==> src/rtl/fetch_pkg.sv <==
// Shared fetch-side definitions: word size, reset PC and the {pc, inst} entry type.
// Reused by the fetch buffer and later decode/trap logic.
package fetch_pkg;

  localparam int XLEN = 32;
  localparam logic [XLEN-1:0] RESET_PC_DEFAULT = 32'h8000_0000;

  typedef struct packed {
    logic [XLEN-1:0] pc;
    logic [XLEN-1:0] inst;
  } fetch_entry_t;

  function automatic logic [XLEN-1:0] align_word(input logic [XLEN-1:0] addr);
    return {addr[XLEN-1:2], 2'b00};
  endfunction

endpackage

==> src/rtl/ifb_checker.sv <==
// Protocol and bookkeeping assertions for inst_fetch_buffer; no functional effect.
// A response with nothing outstanding is flagged here and otherwise ignored by the datapath.
module ifb_checker #(
  parameter int CW = 3
) (
  input logic          clk,
  input logic          rst,
  input logic          rsp_valid_i,
  input logic [CW-1:0] out_cnt_i,
  input logic [CW-1:0] tag_count_i,
  input logic          tag_empty_i,
  input logic          tag_push_i,
  input logic          tag_full_i,
  input logic          ent_push_i,
  input logic          ent_pop_i,
  input logic          ent_full_i
);

  always @(posedge clk) begin
    if (rst) begin
      if (rsp_valid_i) assert (out_cnt_i != '0);
      assert (tag_count_i == out_cnt_i);
      assert ((out_cnt_i == '0) == tag_empty_i);
      assert (!(tag_push_i && tag_full_i));
      assert (!(ent_push_i && ent_full_i && !ent_pop_i));
    end
  end

endmodule

==> src/rtl/ifb_fifo.sv <==
// Synchronous DEPTH-entry FIFO with flush, occupancy count, full and empty.
// A push and a pop may happen in the same cycle at any fill level, including full.
module ifb_fifo #(
  parameter int WIDTH = 32,
  parameter int DEPTH = 4
) (
  input  logic                       clk,
  input  logic                       rst,
  input  logic                       flush_i,
  input  logic                       push_i,
  input  logic [WIDTH-1:0]           wdata_i,
  input  logic                       pop_i,
  output logic [WIDTH-1:0]           rdata_o,
  output logic [$clog2(DEPTH+1)-1:0] count_o,
  output logic                       full_o,
  output logic                       empty_o
);

  localparam int PW = (DEPTH > 1) ? $clog2(DEPTH) : 1;
  localparam int CW = $clog2(DEPTH + 1);

  logic [WIDTH-1:0] mem_q [DEPTH];
  logic [PW-1:0]    wr_ptr_q, wr_ptr_d;
  logic [PW-1:0]    rd_ptr_q, rd_ptr_d;
  logic [CW-1:0]    count_q, count_d;
  logic             do_push_s, do_pop_s;

  function automatic logic [PW-1:0] ptr_inc(input logic [PW-1:0] ptr);
    return (ptr == PW'(DEPTH - 1)) ? '0 : ptr + PW'(1);
  endfunction

  assign empty_o = (count_q == '0);
  assign full_o  = (count_q == CW'(DEPTH));
  assign count_o = count_q;
  assign rdata_o = mem_q[rd_ptr_q];

  always_comb begin
    do_pop_s  = pop_i & !empty_o;
    // A full FIFO still accepts a push when the head leaves in the same cycle.
    do_push_s = push_i & (!full_o | do_pop_s);
    wr_ptr_d  = wr_ptr_q;
    rd_ptr_d  = rd_ptr_q;
    count_d   = count_q;
    if (flush_i) begin
      wr_ptr_d = '0;
      rd_ptr_d = '0;
      count_d  = '0;
    end else begin
      wr_ptr_d = do_push_s ? ptr_inc(wr_ptr_q) : wr_ptr_q;
      rd_ptr_d = do_pop_s ? ptr_inc(rd_ptr_q) : rd_ptr_q;
      count_d  = count_q + CW'(do_push_s) - CW'(do_pop_s);
    end
  end

  always_ff @(posedge clk or negedge rst) begin
    if (!rst) begin
      wr_ptr_q <= '0;
      rd_ptr_q <= '0;
      count_q  <= '0;
    end else begin
      wr_ptr_q <= wr_ptr_d;
      rd_ptr_q <= rd_ptr_d;
      count_q  <= count_d;
    end
  end

  always_ff @(posedge clk or negedge rst) begin
    if (!rst) begin
      for (int i = 0; i < DEPTH; i++) mem_q[i] <= '0;
    end else if (do_push_s && !flush_i) begin
      mem_q[wr_ptr_q] <= wdata_i;
    end
  end

endmodule

==> src/rtl/inst_fetch_buffer.sv <==
// Sequential instruction fetch with credit-limited issue, in-order PC tagging, buffered
// delivery to decode and redirect flush. Define IFB_BYPASS_EN for the zero-latency empty-FIFO path.
module inst_fetch_buffer
  import fetch_pkg::*;
#(
  parameter int              DEPTH    = 4,
  parameter logic [XLEN-1:0] RESET_PC = RESET_PC_DEFAULT
) (
  input  logic            clk,
  input  logic            rst,
  output logic            imem_req_valid,
  input  logic            imem_req_ready,
  output logic [XLEN-1:0] imem_req_addr,
  input  logic            imem_rsp_valid,
  input  logic [XLEN-1:0] imem_rsp_data,
  input  logic            redirect_valid,
  input  logic [XLEN-1:0] redirect_pc,
  output logic            inst_valid,
  input  logic            inst_ready,
  output logic [XLEN-1:0] inst_data,
  output logic [XLEN-1:0] inst_pc
);

  localparam int CW = $clog2(DEPTH + 1);

  logic            run_q;
  logic [XLEN-1:0] fetch_pc_q, fetch_pc_d;
  logic [CW-1:0]   out_cnt_q, out_cnt_d;
  logic [CW-1:0]   drop_cnt_q, drop_cnt_d;

  logic            credit_ok_s, req_valid_s, req_fire_s;
  logic            rsp_acc_s, rsp_keep_s, byp_s;
  fetch_entry_t    rsp_entry_s, ent_rdata_s, out_entry_s;
  logic            ent_push_s, ent_pop_s, ent_full_s, ent_empty_s;
  logic [CW-1:0]   ent_count_s;
  logic [XLEN-1:0] tag_rdata_s;
  logic            tag_push_s, tag_pop_s, tag_full_s, tag_empty_s;
  logic [CW-1:0]   tag_count_s;

  // Issue, response accounting and output selection.
  always_comb begin
    credit_ok_s = ({1'b0, ent_count_s} + {1'b0, out_cnt_q}) < (CW + 1)'(DEPTH);
    req_valid_s = run_q & !redirect_valid & credit_ok_s;
    req_fire_s  = req_valid_s & imem_req_ready;
    rsp_acc_s   = imem_rsp_valid & (out_cnt_q != '0);
    rsp_keep_s  = rsp_acc_s & (drop_cnt_q == '0) & !redirect_valid;
    rsp_entry_s = '{pc: tag_rdata_s, inst: imem_rsp_data};
`ifdef IFB_BYPASS_EN
    byp_s       = ent_empty_s & rsp_keep_s;
`else
    byp_s       = 1'b0;
`endif
    out_entry_s = '0;
    if (!ent_empty_s) begin
      out_entry_s = ent_rdata_s;
    end else if (byp_s) begin
      out_entry_s = rsp_entry_s;
    end else begin
      out_entry_s = '0;
    end
    ent_pop_s  = !ent_empty_s & inst_ready;
    // A bypassed response that the core takes immediately never occupies the FIFO.
    ent_push_s = rsp_keep_s & !(byp_s & inst_ready);
    tag_push_s = req_fire_s;
    tag_pop_s  = rsp_acc_s;
  end

  // Next-state for fetch PC, outstanding and drop counters.
  always_comb begin
    fetch_pc_d = fetch_pc_q;
    out_cnt_d  = out_cnt_q + CW'(req_fire_s) - CW'(rsp_acc_s);
    drop_cnt_d = drop_cnt_q;
    if (redirect_valid) begin
      fetch_pc_d = align_word(redirect_pc);
      // Everything still in flight is stale; outstanding already covers older drops.
      drop_cnt_d = out_cnt_q - CW'(rsp_acc_s);
    end else begin
      fetch_pc_d = req_fire_s ? fetch_pc_q + 32'd4 : fetch_pc_q;
      drop_cnt_d = (rsp_acc_s && drop_cnt_q != '0) ? drop_cnt_q - CW'(1) : drop_cnt_q;
    end
  end

  // Fetch state registers.
  always_ff @(posedge clk or negedge rst) begin
    if (!rst) begin
      run_q      <= 1'b0;
      fetch_pc_q <= RESET_PC;
      out_cnt_q  <= '0;
      drop_cnt_q <= '0;
    end else begin
      run_q      <= 1'b1;
      fetch_pc_q <= fetch_pc_d;
      out_cnt_q  <= out_cnt_d;
      drop_cnt_q <= drop_cnt_d;
    end
  end

  assign imem_req_valid = req_valid_s;
  assign imem_req_addr  = fetch_pc_q;
  assign inst_valid     = !ent_empty_s | byp_s;
  assign inst_data      = out_entry_s.inst;
  assign inst_pc        = out_entry_s.pc;

  ifb_fifo #(.WIDTH($bits(fetch_entry_t)), .DEPTH(DEPTH)) u_ent_fifo (
    .clk     (clk),
    .rst     (rst),
    .flush_i (redirect_valid),
    .push_i  (ent_push_s),
    .wdata_i (rsp_entry_s),
    .pop_i   (ent_pop_s),
    .rdata_o (ent_rdata_s),
    .count_o (ent_count_s),
    .full_o  (ent_full_s),
    .empty_o (ent_empty_s)
  );

  ifb_fifo #(.WIDTH(XLEN), .DEPTH(DEPTH)) u_tag_fifo (
    .clk     (clk),
    .rst     (rst),
    .flush_i (1'b0),
    .push_i  (tag_push_s),
    .wdata_i (fetch_pc_q),
    .pop_i   (tag_pop_s),
    .rdata_o (tag_rdata_s),
    .count_o (tag_count_s),
    .full_o  (tag_full_s),
    .empty_o (tag_empty_s)
  );

  ifb_checker #(.CW(CW)) u_chk (
    .clk         (clk),
    .rst         (rst),
    .rsp_valid_i (imem_rsp_valid),
    .out_cnt_i   (out_cnt_q),
    .tag_count_i (tag_count_s),
    .tag_empty_i (tag_empty_s),
    .tag_push_i  (tag_push_s),
    .tag_full_i  (tag_full_s),
    .ent_push_i  (ent_push_s),
    .ent_pop_i   (ent_pop_s),
    .ent_full_i  (ent_full_s)
  );

endmodule

==> config.mk <==
export PLATFORM = sky130hd
export DESIGN_NAME = inst_fetch_buffer
export DESIGN_NICKNAME = d
export VERILOG_FILES = /design/src/rtl/fetch_pkg.sv /design/src/rtl/ifb_checker.sv /design/src/rtl/ifb_fifo.sv /design/src/rtl/inst_fetch_buffer.sv
export SDC_FILE = /design/constraint.sdc
export NUM_CORES = 1
export LEC_CHECK = 0
export ABC_CLOCK_PERIOD_IN_PS = 4100
export BUFFER_PORTS_ARGS = -buffer_cell sky130_fd_sc_hd__buf_4
export CORE_MARGIN = 4
export CORE_UTILIZATION = 30
export CTS_CLUSTER_SIZE = 12
export DETAILED_ROUTE_END_ITERATION = 7
export PLACE_DENSITY = 0.5
export REMOVE_ABC_BUFFERS = 1
export SLEW_MARGIN = 20
export SYNTH_ARGS = -nofsm -noshare
export SYNTH_HDL_FRONTEND = slang
export SYNTH_SLANG_ARGS = --single-unit
export TNS_END_PERCENT = 1
==> constraint.sdc <==
create_clock -name clk -period 4.1 [get_ports clk]
set_input_delay 1.025 -clock clk [delete_from_list [all_inputs] [get_ports clk]]
set_output_delay 1.025 -clock clk [all_outputs]
set_load 0.01 [all_outputs]
==> results.md <==
- The final critical-path share of the clock period is 86.7%.
- The worst setup path startpoint is u_ent_fifo.count_o[1]$_DFF_PN0_.
- In this run the horizontal extent of the chip is 263 um.
- The number of levels the H-tree was split into is 2.
- The proportion of layout cells with a drive suffix above 1 is 49.7%.
- The endpoint of the lowest-slack register-to-register path is u_tag_fifo.count_o[2]$_DFF_PN0_.
- For this run, the leading register cell type out of synthesis is dfrtp_1.
- The average detailed-routed wire length per instance is 21.0 um.
- The vias per cell is 4.84.
- The floorplan step defined a die boundary enclosing 69000 um^2.
- The worst-skew pair later-pin latency is 0.57 ns.
- CTS placed an instance of clkbuf_16 at the clock tree root.
- The worst-case IR drop observed on VDD is 0.320 mV.
- For this run the aggregate overflow at the end of global routing stands at 0.
- The min-delay analysis places its worst path in the category in2async.
- Setup repair after global routing left no endpoint under its margin.
- The netlist uses 51 different library cells.
- The detailed route wirelength on metal2 is 23.5 mm.
- The net count reported at finish is 1559.
- Sequential cells were found to cover 53.9% of the synthesized design area.
- The via count of the first global-routing pass was 12500.
- After clock tree synthesis, the setup repair step added 0 buffers.
- Across the routed clock network, the largest skew measured is 0.0212 ns.
- The detailed-router iteration count before antenna repair is 5.
- The number of cells in the finished layout apart from fillers is 2353.
- The number of maximum-capacitance violations is 0.
- The clock transition at the register clock pins on the worst setup and hold paths after CTS is 0.06 ns.
- Data on the critical path is required at its endpoint by 3.07 ns.
- The number of ports placed on the die boundary is 168.
- The buffer depth of the longest clock path is 3.
- In this run the core area contains 93 standard-cell rows.
- On the critical path, the stage with the largest delay is an instance of or3_2.
- The number of routed nets with antenna violations is 0.
- Post-CTS repair changed the size of 0 cells.
- Including well taps, the total number of placed cells is 2268.
- The area growth from synthesis to final layout is 19.3%.
- The power per unit of standard cell area is 589 nW/um^2.
- The largest single stage delay on the critical path is 0.81 ns.
- The count of state elements after synthesis is 419.
- Walking the worst path, the cells encountered are or3_2 > buf_12 > and2_1 > buf_4.
- The startpoint of the worst-slack reg-to-reg timing path is out_cnt_q[2]$_DFF_PN0_.
- The violation count after the first detailed-routing iteration is 561.
- The global-route wire length before repair is 77.6 mm.
- The via total after detailed routing is 11400.
- The wire length after detailed routing is 49.5 mm.
- The commonest cells after synthesis are 418 x dfrtp_1, 345 x mux2_2, 92 x mux4_2.
- Static timing analysis puts the maximum clock frequency at 281 MHz.
- During synthesis, Yosys emitted a total of 0 warnings.
- For this run, the total global-route usage over all layers was measured as 14.3%.
- The reg-to-reg setup timing slack is 1.12 ns.
- For the finished layout, the period the worst path requires is 3.56 ns.
- TritonCTS created 48 clock buffers.
- The detailed router used layers up to and including met4.
- The design draws 13.7 mW.
- The setup path with the least slack is of type reg2out.
- The clock tree from TritonCTS is done.
- The final count of hold timing violations came to 0.
- For the pin with the worst max-slew slack, the measured transition is 0.990 ns.
- The number of remaining DRC errors is 0.
- Along the worst path, the maximum fanout reaches 42.
- After synthesis the cells add up to 19500 um^2.
- The number of antenna violations at the first check in global routing is 0.
- The leading area contributor after synthesis is dfrtp_1.
- The detailed router put a total of 23.1 mm of wire on met1.
- The leakage dissipation is 11.2 nW.
- Routability-driven placement finished with a final weighted congestion of 0.727.
- The routed wire length on met3 is 2.13 mm.
- The die height is 263 um.
- Sorting the synthesized cells by area gives the leading types as dfrtp_1 54%, mux2_2 20%, mux4_2 11%.
- The run finished with clean final reports.
- Synthesis produced 1310 cells.
- The hold-fix buffer count after cts is 0.
- The category of the worst setup path capture point is an output pin.
- The arrival time of the worst setup path is 2.53 ns.
- The sum of negative setup slack is 0 ns.
- The length in cells of the worst reg-to-reg path is 10.
- The count of buffers from port buffering is 161.
- The clock drives 419 sinks.
- Detailed placement ended at an HPWL of 31.2 mm.
- In this run the biggest area consumer among cell types represents 53.8% of the synthesized area.
- The worst setup path is launched from a flop.
- The headroom to the max-slew limit is 33.4%.
- Dividing the synthesized area by the synthesized cell count gives 14.8 um^2.
- At the end of the flow the core is filled with cells to 36.1%.
- The count of antenna diodes in the layout is 0.
- The number of pins exceeding their max-slew limit in the final report came to 0.
- Entering global routing, the biggest net connects 104 pins.
- Among all cell types in the netlist, the one instantiated most often is dfrtp_1.
- The post-synthesis async set-or-reset flop share is 100%.
- The final setup violation count is 0.
- The placeable core area is 64300 um^2.
- The starting utilization of the core area is 30.2%.
- The number of flops mapped to enable cells by yosys is 0.
[area by class of cell]
| cell class | count | area (um^2) |
|---|---|---|
| clock inverters | 14 | 145 |
| repair buffers | 192 | 1590 |
| well taps | 855 | 1070 |
| flip-flops and latches | 419 | 10500 |
| clock buffers | 71 | 1400 |
| fillers | 6189 | 41100 |
| multi-input cells | 777 | 8420 |
| inverters | 25 | 93.8 |
[registers in the layout (all words and copies together) (netlist names)]
signal               count
u_ent_fifo.rd_ptr_q      2
u_ent_fifo.wr_ptr_q      2
u_tag_fifo.rd_ptr_q      2
u_ent_fifo.count_o       3
u_tag_fifo.wr_ptr_q      2
run_q                    1
imem_req_addr           30
out_cnt_q                3
drop_cnt_q               3
u_tag_fifo.count_o       3
u_tag_fifo.mem_q       120
u_ent_fifo.mem_q       248
[logic make-up after synthesis]
| kind of cell | count (synthesis) | share of synthesized area [%] |
|---|---|---|
| compound gates | 60 | 2.00 |
| other cells | 2 | 0.0386 |
| xor+xnor | 18 | 0.810 |
| simple gates | 202 | 5.63 |
| buf+inv | 117 | 3.07 |
| fa+ha+maj | 26 | 1.79 |
| flops | 419 | 53.9 |
| mux | 466 | 32.8 |
[stage by stage]
step           setup slack, ns  area [um^2]  hold slack, ns
2_1_floorplan           -0.296        19000           0.474
3_3_place_gp             0.615        21700           0.482
3_5_place_dp             0.607        21700           0.487
4_1_cts                  0.426        23200           0.441
5_1_grt                  0.406        23200           0.460
6_report                 0.544        23200           0.430
[cells in the final DEF (no fill, tap or decap), drive strengths merged, types with 4 or more instances in the layout]
| cell | n |
|---|---|
| dfrtp | 418 |
| mux2 | 370 |
| buf | 192 |
| mux4 | 92 |
| clkbuf | 71 |
| and2 | 64 |
| nand2 | 51 |
| inv | 25 |
| o21ai | 25 |
| nor2 | 24 |
| ha | 23 |
| nand3 | 18 |
| nand4 | 13 |
| clkinv | 11 |
| xnor2 | 10 |
| a21oi | 10 |
| xor2 | 8 |
| nor3 | 8 |
| and3 | 6 |
| o211ai | 5 |
| conb | 5 |
| nor4 | 5 |
| nor2b | 4 |
| mux2i | 4 |
[how the worst max path moves through the flow]
stage	endpoint	slack (ns)
floorplan	inst_data[0]	-0.30
global placement	u_tag_fifo.count_o[2]$_DFF_PN0_	0.61
detailed placement	u_tag_fifo.count_o[2]$_DFF_PN0_	0.61
CTS	inst_pc[4]	0.43
global route	inst_pc[4]	0.41
finish	inst_pc[4]	0.54
[critical path, delay by kind of cell, from the launching register on]
| kind | cells | cell delay [ns] |
|---|---|---|
| buffers and inverters | 2 | 0.46 |
| flip-flops | 1 | 0.45 |
| AND/OR/NAND/NOR | 2 | 1.03 |
[power by group]
group	switching [mW]	internal, mW
Sequential	0.559	4.99
Clock	1.69	2.53
Combinational	1.82	2.07
[metal layers]
layer  GRT usage, %  vias to the layer above
li1               -                     5087
met1           20.1                     6028
met2           23.5                      210
met3           2.95                       52
met4           2.54                        0
met5              0                        -
Note: power is estimated with default switching activity, not from simulation.
